$ cat src/rtl/jk_bank_if.sv
// jk_bank_if
//   Bundles the request/command/status signals between the control agents
//   and jk_bank_arbiter.
//
//   Optional feature macro: JK_BANK_LOCK_EN. When it is defined, the
//   per-requester "lock" signal is added to the bundle and to both modports.
//
//   Signals
//     req   N_REQ        request per requester; held until its gnt bit is seen
//     cmd   2*N_REQ      cmd[2i+1:2i]: 00 hold, 01 reset, 10 set, 11 toggle
//     mask  WIDTH*N_REQ  mask[WIDTH*i +: WIDTH] selects the bits requester i acts on
//     clr   1            synchronous clear of the whole bank
//     lock  N_REQ        (JK_BANK_LOCK_EN only) keep the grant on the same requester
//     gnt   N_REQ        registered one-hot grant pulse
//     q     WIDTH        bank state
//     qbar  WIDTH        always ~q
//     busy  1            combinational |req
//
//   Modports
//     master  the control agents (drive requests, observe grant/state)
//     slave   the arbiter (observe requests, drive grant/state)
interface jk_bank_if #(
  parameter int WIDTH = 4,
  parameter int N_REQ = 4
);
  logic [N_REQ-1:0]       req;
  logic [2*N_REQ-1:0]     cmd;
  logic [WIDTH*N_REQ-1:0] mask;
  logic                   clr;
`ifdef JK_BANK_LOCK_EN
  logic [N_REQ-1:0]       lock;
`endif
  logic [N_REQ-1:0]       gnt;
  logic [WIDTH-1:0]       q;
  logic [WIDTH-1:0]       qbar;
  logic                   busy;

`ifdef JK_BANK_LOCK_EN
  modport master (
    output req, cmd, mask, clr, lock,
    input  gnt, q, qbar, busy
  );

  modport slave (
    input  req, cmd, mask, clr, lock,
    output gnt, q, qbar, busy
  );
`else
  modport master (
    output req, cmd, mask, clr,
    input  gnt, q, qbar, busy
  );

  modport slave (
    input  req, cmd, mask, clr,
    output gnt, q, qbar, busy
  );
`endif
endinterface

$ cat src/rtl/jk_bank_arbiter.sv
// jk_bank_arbiter
//   Shares one bank of WIDTH JK flip-flops between N_REQ requesters. A
//   round-robin arbiter picks one requester per clock edge; the winner's
//   2-bit command is decoded into per-bit J/K values and applied to the bits
//   selected by its mask. This block is the only writer of q/qbar.
//
//   Optional feature macro: JK_BANK_LOCK_EN. When defined, a requester that
//   holds lock high during its grant cycle and still requests at the next
//   edge wins again, without the round-robin pointer moving. clr and rst
//   drop the lock.
//
//   Ports
//     clk   in   rising-edge clock
//     rst   in   synchronous reset, active-high
//     bus   jk_bank_if.slave: req/cmd/mask/clr[/lock] in, gnt/q/qbar/busy out
//
//   Timing: 1 cycle from sampled req to gnt/q update, one command per cycle.
//   Edge priority: rst > clr > grant > idle.
module jk_bank_arbiter #(
  parameter int WIDTH = 4,
  parameter int N_REQ = 4
) (
  input  logic     clk,
  input  logic     rst,
  jk_bank_if.slave bus
);

  localparam int PTR_W = $clog2(N_REQ);

  typedef logic [PTR_W-1:0] idx_t;

  // First set request bit searching from p upwards with wrap-around.
  // Returns 1 when any request is present; w holds the winner index.
  function automatic logic rr_pick(input  logic [N_REQ-1:0] r,
                                   input  idx_t             p,
                                   output idx_t             w);
    logic hit;
    idx_t cand;
    int   pos;
    hit = 1'b0;
    w   = '0;
    for (int i = 0; i < N_REQ; i++) begin
      pos = int'(p) + i;
      if (pos >= N_REQ) pos = pos - N_REQ;
      cand = idx_t'(pos);
      if (!hit && r[cand]) begin
        hit = 1'b1;
        w   = cand;
      end
    end
    return hit;
  endfunction

  // Pointer value one past the winner, modulo N_REQ (N_REQ need not be a
  // power of two, so the wrap is explicit).
  function automatic idx_t ptr_after(input idx_t w);
    if (int'(w) == N_REQ - 1) return '0;
    return w + idx_t'(1);
  endfunction

  // JK next state for the masked bits: j = cmd[1], k = cmd[0].
  // hold 00, reset 01, set 10, toggle 11; unmasked bits see j = k = 0.
  function automatic logic [WIDTH-1:0] jk_apply(input logic [WIDTH-1:0] qv,
                                                input logic [1:0]       c,
                                                input logic [WIDTH-1:0] m);
    logic [WIDTH-1:0] j;
    logic [WIDTH-1:0] k;
    j = m & {WIDTH{c[1]}};
    k = m & {WIDTH{c[0]}};
    return (j & ~qv) | (~k & qv);
  endfunction

  // Registered state (visible in the cycle after the deciding edge).
  logic [N_REQ-1:0] gnt_p1;
  logic [WIDTH-1:0] q_p1;
  idx_t             ptr_p1;
  idx_t             win_p1;
  logic             vld_p1;

  // Decision signals for the coming edge.
  logic             rr_hit_p0;
  idx_t             rr_win_p0;
  logic             relock_p0;
  logic             vld_p0;
  idx_t             win_p0;
  logic [1:0]       cmd_p0;
  logic [WIDTH-1:0] mask_p0;
  logic [WIDTH-1:0] q_nxt_p0;
  logic [N_REQ-1:0] gnt_nxt_p0;
  idx_t             ptr_nxt_p0;

  // A grant is outstanding exactly when gnt is non-zero; clr/rst zero gnt,
  // which is also what drops any lock.
  assign vld_p1 = |gnt_p1;

`ifdef JK_BANK_LOCK_EN
  assign relock_p0 = vld_p1 && bus.lock[win_p1] && bus.req[win_p1];
`else
  assign relock_p0 = 1'b0;
`endif

  // ---- stage p0: arbitration, command select, JK decode ----
  always_comb begin
    rr_win_p0  = '0;
    rr_hit_p0  = rr_pick(bus.req, ptr_p1, rr_win_p0);
    vld_p0     = rr_hit_p0;
    win_p0     = rr_win_p0;
    ptr_nxt_p0 = ptr_after(rr_win_p0);
    if (relock_p0) begin
      vld_p0     = 1'b1;
      win_p0     = win_p1;
      ptr_nxt_p0 = ptr_p1;
    end

    // cmd/mask of non-winners never reach the bank.
    cmd_p0  = '0;
    mask_p0 = '0;
    for (int i = 0; i < N_REQ; i++) begin
      if (win_p0 == idx_t'(i)) begin
        cmd_p0  = bus.cmd[2*i +: 2];
        mask_p0 = bus.mask[WIDTH*i +: WIDTH];
      end
    end

    q_nxt_p0   = jk_apply(q_p1, cmd_p0, mask_p0);
    gnt_nxt_p0 = {{(N_REQ-1){1'b0}}, 1'b1} << win_p0;
  end

  // ---- stage p1: bank, grant and pointer registers ----
  always_ff @(posedge clk) begin
    if (rst) begin
      gnt_p1 <= '0;
      q_p1   <= '0;
      ptr_p1 <= '0;
      win_p1 <= '0;
    end else if (bus.clr) begin
      // Pending requests are left alone and compete at the next edge.
      gnt_p1 <= '0;
      q_p1   <= '0;
    end else if (vld_p0) begin
      gnt_p1 <= gnt_nxt_p0;
      q_p1   <= q_nxt_p0;
      ptr_p1 <= ptr_nxt_p0;
      win_p1 <= win_p0;
    end else begin
      gnt_p1 <= '0;
    end
  end

  assign bus.gnt  = gnt_p1;
  assign bus.q    = q_p1;
  assign bus.qbar = ~q_p1;
  assign bus.busy = |bus.req;

endmodule

$ cat src/flat_wrapper.sv
// flat-port wrapper written by rule: the top's interface ports become plain ports
module jk_bank_arbiter_flat 
#(
  parameter int WIDTH = 4,
  parameter int N_REQ = 4
)
  (clk, rst, bus_req, bus_cmd, bus_mask, bus_clr, bus_gnt, bus_q, bus_qbar, bus_busy);
  jk_bank_if #(.WIDTH(WIDTH), .N_REQ(N_REQ)) bus_i ();
  input  logic clk;
  input  logic rst;
  input wire logic [$bits(bus_i.req)-1:0] bus_req;
  input wire logic [$bits(bus_i.cmd)-1:0] bus_cmd;
  input wire logic [$bits(bus_i.mask)-1:0] bus_mask;
  input wire logic [$bits(bus_i.clr)-1:0] bus_clr;
  output wire logic [$bits(bus_i.gnt)-1:0] bus_gnt;
  output wire logic [$bits(bus_i.q)-1:0] bus_q;
  output wire logic [$bits(bus_i.qbar)-1:0] bus_qbar;
  output wire logic [$bits(bus_i.busy)-1:0] bus_busy;
  assign bus_i.req = bus_req;
  assign bus_i.cmd = bus_cmd;
  assign bus_i.mask = bus_mask;
  assign bus_i.clr = bus_clr;
  assign bus_gnt = bus_i.gnt;
  assign bus_q = bus_i.q;
  assign bus_qbar = bus_i.qbar;
  assign bus_busy = bus_i.busy;
  jk_bank_arbiter #(.WIDTH(WIDTH), .N_REQ(N_REQ)) u_core (.clk(clk), .rst(rst), .bus(bus_i));
endmodule
$ cat config.mk
export PLATFORM = sky130hd
export DESIGN_NAME = jk_bank_arbiter_flat
export DESIGN_NICKNAME = d
export VERILOG_FILES = /design/src/rtl/jk_bank_if.sv /design/src/rtl/jk_bank_arbiter.sv /design/src/flat_wrapper.sv
export SDC_FILE = /design/constraint.sdc
export NUM_CORES = 1
export LEC_CHECK = 0
export CORE_MARGIN = 5
export CORE_UTILIZATION = 37
export CTS_BUF_LIST = sky130_fd_sc_hd__clkbuf_16
export CTS_CLUSTER_DIAMETER = 30
export CTS_CLUSTER_SIZE = 25
export DETAILED_ROUTE_END_ITERATION = 8
export GPL_TIMING_DRIVEN = 0
export HOLD_SLACK_MARGIN = 0.02
export PLACE_DENSITY = 0.78
export REMOVE_ABC_BUFFERS = 1
export SKIP_CTS_REPAIR_TIMING = 1
export SLEW_MARGIN = 20
export SYNTH_ARGS = -nofsm -noshare
export SYNTH_HDL_FRONTEND = slang
export SYNTH_SLANG_ARGS = --single-unit
$ cat constraint.sdc
create_clock -name clk -period 2.8 [get_ports clk]
set_input_delay 0.56 -clock clk [delete_from_list [all_inputs] [get_ports clk]]
set_output_delay 0.56 -clock clk [all_outputs]
set_load 0.01 [all_outputs]
Word-level counts from Yosys, hierarchy flattened
Cells that the tools add are included.
{ "classes": {"muxes": 31, "shift": 1, "n_reduce_logical": 11, "eq_ne": 4, "order_cmp": 8, "bitwise": 9, "n_addsub": 8} }
{ "op_table": {"columns": ["op", "n"], "rows": [
  ["2-bit 2-to-1 mux", 14],
  ["4-bit AND", 4],
  ["4-bit 2-to-1 mux", 4],
  ["2-bit by 3-bit < comparator with 1-bit output (second input constant)", 4],
  ["3-bit greater-or-equal comparator (second input constant)", 3],
  ["1-bit 2-to-1 mux", 9],
  ["1-bit binary-select mux with 2-bit select", 4],
  ["4-bit NOT", 2],
  ["2-bit by 1-bit subtractor with 2-bit output (second input constant)", 4],
  ["2-bit by 2-bit adder with 3-bit output (second input constant)", 2],
  ["2-bit by 1-bit == test with 1-bit output (second input constant)", 2],
  ["2-bit == test (second input constant)", 2],
  ["4-bit OR", 1],
  ["4-bit OR reduction", 1],
  ["1-bit by 2-bit << shifter with 4-bit output (first input constant)", 1],
  ["2-bit by 1-bit adder with 3-bit output (second input constant)", 1],
  ["2-bit by 3-bit greater-or-equal comparator with 1-bit output (second input constant)", 1],
  ["1-bit logical AND", 3],
  ["1-bit zero test", 3],
  ["3-bit OR reduction", 1],
  ["2-bit by 1-bit adder with 2-bit output (second input constant)", 1],
  ["2-bit zero test", 1],
  ["1-bit NOT", 2],
  ["2-bit AND reduction", 1],
  ["2-bit OR reduction", 1]
]} }
{ "totals": {"out_inout_bits": 13, "word_cells": 75, "register_bits": 10, "input_bits": 31} }

Logic depth before layout (Yosys ltp)
Gate-level depths: netlist of the first run.
{ "depth": {"word_depth": 23, "depth_mapped": 10, "ltp_nobuf": 9} }

Worst setup path after synthesis of the first run
Ideal clock, no wire load.
{ "synth_path": {"path_type": "input to register", "from": "input bus_req[2]", "to": "register u_core.q_p1[1] (netlist: u_core.bus.q[1])", "stages": 9, "slack_ns": 0.252, "n_path_buf": 1, "t_required_ns": 2.668, "t_arrival_ns": 2.416, "setup_time_ns": 0.132, "cell_sequence": "nor4_4 inv_1 and2_1 ha_1 buf_6 nand3b_1 a221o_1 a221oi_1 o32ai_1"} }
{ "synth_between": {"elab_chain_cells": 21, "elab_cells_between_ends": 40, "cone_classes": "eq/ne: 3; mux: 24; bitwise: 6; reduce/logical: 7"} }
{ "synth_rtl": {"columns": ["item", "line_no", "rtl"], "rows": [
  ["start, declared", "flat_wrapper.sv:11", "input wire logic [$bits(bus_i.req)-1:0] bus_req;"],
  ["1-bit binary-select mux with 2-bit select", "jk_bank_arbiter.sv:46", "if (!hit && r[cand]) begin"],
  ["1-bit 2-to-1 mux (not written as such)", "jk_bank_arbiter.sv:46", null],
  ["1-bit 2-to-1 mux", "jk_bank_arbiter.sv:46", null],
  ["1-bit zero test", "jk_bank_arbiter.sv:46", null],
  ["1-bit logical AND", "jk_bank_arbiter.sv:46", null],
  ["1-bit 2-to-1 mux", "jk_bank_arbiter.sv:46", null],
  ["1-bit zero test", "jk_bank_arbiter.sv:46", null],
  ["1-bit logical AND", "jk_bank_arbiter.sv:46", null],
  ["[3 not listed]", null, null],
  ["2-bit 2-to-1 mux *", "jk_bank_arbiter.sv:46", null],
  ["via u_core.rr_win_p0[0]", "jk_bank_arbiter.sv:82", "idx_t rr_win_p0;"],
  ["2-bit zero test", "jk_bank_arbiter.sv:119", "if (win_p0 == idx_t'(i)) begin"],
  ["4-bit 2-to-1 mux or 2-bit 2-to-1 mux (tied branches) (4 in series)", "jk_bank_arbiter.sv:119", null],
  ["4-bit AND", "jk_bank_arbiter.sv:69", "k = m & {WIDTH{c[0]}};"],
  ["4-bit NOT", "jk_bank_arbiter.sv:70", "return (j & ~qv) | (~k & qv);"],
  ["4-bit AND", "jk_bank_arbiter.sv:70", null],
  ["4-bit OR *", "jk_bank_arbiter.sv:70", null],
  ["end signal, assigned", "jk_bank_arbiter.sv:142", "q_p1 <= q_nxt_p0;"],
  ["end, declared", "jk_bank_arbiter.sv:75", "logic [WIDTH-1:0] q_p1;"]
]} }
Mark *: on every way through the listed nets, which the timed path passes. The rest lies on a longest branch. The select of a mux whose other input is x is not followed.
A chain may end at the register's enable or synchronous reset.

Final worst setup path of the first run
{ "layout_path": {"from": "input bus_req[2]", "to": "register u_core.q_p1[2] (netlist: u_core.bus.q[2])"} }
Same word-level chain as after synthesis.

==> out/qor.yml, run 1 <==
setup_path:
  cpPeakStageDelay_ns: 0.43
  end_kind: "flop"
  path_class: "input port to flop"
  startpoint_type: "input port"
  path_buf_inv: 2
  worst-endpoint-required_ns: 2.91
  cp_max_fo: 12
  critical_path.cell_chain: "dlymetal6s2s_1 > nor4_4 > inv_2 > and2_1 > ha_4 > nand3b_1 > a221o_1 > a221oi_2 > o32ai_1"
  path_delay_family: "compound AO/OA/AOI/OAI gates"
  crit_slowest_cell: "a221o_1"
  arrival_ns: 2.66
yosys:
  synthCells: 97
  synth-edff-count: 0
  synth_common_cells: "inv_1 (13), dfxtp_1 (10), nand2_1 (10)"
  synth.area.top_cells: "dfxtp_1 (26%), ha_1 (6.4%), inv_1 (6.3%)"
  synth_area_per_cell_um2: 8.05
  ys_warn_count: 0
  async_reset_ff_share_pct: 0
  synth-seq-area-share_pct: 25.6
  ys.flop_type: "dfxtp_1"
  synth_top_area_share_pct: 25.6
  synth.distinct_cells: 32
  synth_area_um2: 781
  ys_ff_latch: 10
  synth.largest_area_cell: "dfxtp_1"
  synth_most_common_cell: "inv_1"
grt:
  grt_max_degree: 15
  grt_overflow: 0
  use_met1_pct: 17.9
  grt_usage_pct: 15.2
  busiest_layer: "met2"
  grt_pass1_wl_um: 3980
  use_met3_pct: 3.02
  grt_pass1_vias: 918
  use_met2_pct: 25.8
  antenna_found_initial: 0
finish:
  diodes: 0
  drive_above_1_share_pct: 15.9
  multi_input_area_um2: 589
  regArea_um2: 200
  nNetsFinal: 181
  fin_cells: 172
  syn2layout_area_growth_pct: 82.1
  final_core_util_pct: 71.7
  nFillCells: 151
run:
  drv_cap: 0
pwr:
  ir_drop_v: 0.000302
  power.density_mw_per_mm2: 513
  finalPower_uw: 729
  power.leakage_nw: 0.536
placement:
  dp_slack_ns: -0.618
  hpwl_um: 1810
  routabilityCongestion: 0.794
  port_buffers: 43
  dpl.cell_count: 164
die:
  core_mm2: 0.00198
  die_area_mm2: 0.00313
  pin_count: 44
  initial_core_util_pct: 39.4
  fp.dieW_um: 55.9
  die_y_um: 55.9
  rows: 16
sta:
  fmax_ghz: 0.393
  rsz0062_at_grt: "false"
  tightest_slew_ns: 0.492
  hold_viol_final: 0
  setup_viol: 0
  period_minus_slack_ns: 2.55
  finClkSkew_ns: 0.00148
  report.final.slew_viol_count: 0
  layout_setup_ws_ns: 0.253
  hold_slack_ns: 0.490
  relSlewSlack_pct: 67.1
  period_share_pct: 91.0
cts:
  clock_sinks: 10
  path_clk_slew_ns: 0.04
  numCtsBuffers: 3
  cts_buffer_depth: 2
  root_buffer: "clkbuf_16"
  cts_tree: "yes"
  clock_latency_ns: 0.24
  ctsHtreeMaxLevel: 1
detailed_routing:
  drt_iter0_drc: 15
  viasPerCell: 5.27
  routedWlPerCell_um: 14.6
  ant_nets: 0
  drc_errors: 0
  routed_wl_um: 2520
  vias: 906
  drt_first_pass_iters: 4
run_status:
  outcome: "completed"
worst_hold_path:
  hold_path.class: "flop to flop"
-- worst min-delay path, delay by kind of cell (launching register included) --
family          cells  cell delay [ns]
flops               1             0.32
compound gates      1             0.06
simple gates        1             0.06
-- routing by layer --
metal  part of all wire, %  vias up  routed length (µm)
met2                    47       43                1180
met3                   6.9        7                 175
li1                      -      452                   -
met4                   2.8        0                  70
met5                     0        -                   0
met1                    44      404                1100
-- layout make-up --
cell class / instances / area share [%]
clock inverter: 1 / 0.264
multi-input combinational: 71 / 41.5
inverter: 13 / 3.43
clock buffer: 3 / 5.28
tap: 27 / 2.38
timing repair buffer: 47 / 33.1
sequential: 10 / 14.1
-- sequential cells by signal, summed over array words and instances, names as in the netlist --
register	cells
u_core.ptr_p1	2
u_core.bus.gnt	4
u_core.bus.q	4
-- power by group --
group          internal, mW  switching (mW)  total, mW  leakage, nW
Sequential            0.155          0.0127      0.168       0.0815
Clock                 0.187          0.0672      0.254       0.0385
Combinational         0.167           0.140      0.307        0.416
-- placed cells by master, fill, tap and decap left out, types with 2 or more instances in the layout --
cell type	netlist	layout
and2_1	3	3
a221oi_2	1	3
nand2_1	10	10
buf_4	1	4
nor3b_1	3	3
clkdlybuf4s50_1	0	39
nor3_1	2	2
dlymetal6s2s_1	0	4
nand3b_1	6	6
inv_2	0	2
dfxtp_1	10	10
a211oi_1	4	4
nand2b_1	2	2
o32ai_1	3	3
nor2_1	4	4
a21oi_2	1	2
a221o_1	4	4
a21oi_1	7	6
nor2b_1	3	3
clkbuf_16	0	3
inv_1	13	11
ha_4	0	3
-- worst paths after layout --
kind	from	endpoint	slack [ns]	cells after the start
worst min register to register	u_core.bus.q[0]	u_core.bus.q[0]	0.49	2
worst max-delay path	bus_req[2]	u_core.bus.q[2]	0.25	9
worst max register to register	u_core.ptr_p1[0]	u_core.bus.q[2]	0.28	9
worst min-delay path	u_core.bus.q[0]	u_core.bus.q[0]	0.49	2
-- kinds of logic after synthesis --
kind of cell	Yosys count	share of synthesized area (%)
AND/OR/NAND/NOR	37	28.4
AO/OA/AOI/OAI	30	30.3
buffers and inverters	16	9.29
flip-flops	10	25.6
adder cells (fa/ha/maj)	4	6.41
-- through the flow --
stage | cell area (µm²) | TNS [ns]
floorplan | 757 | 0
global placement | 1220 | -2.07
detailed placement | 1220 | -2.38
CTS | 1300 | -1.51
global route | 1420 | 0
finish | 1420 | 0
Note: power is estimated with default switching activity, not from simulation.
==> inputs of run 2 (changes only) <==
--- a/config.mk
+++ b/config.mk
@@ -20,3 +20,4 @@
 export SYNTH_ARGS = -nofsm -noshare
 export SYNTH_HDL_FRONTEND = slang
 export SYNTH_SLANG_ARGS = --single-unit
+export TNS_END_PERCENT = 50
==> results of run 2 <==
The final DEF is identical to that of run 1; final timing and power are the same.
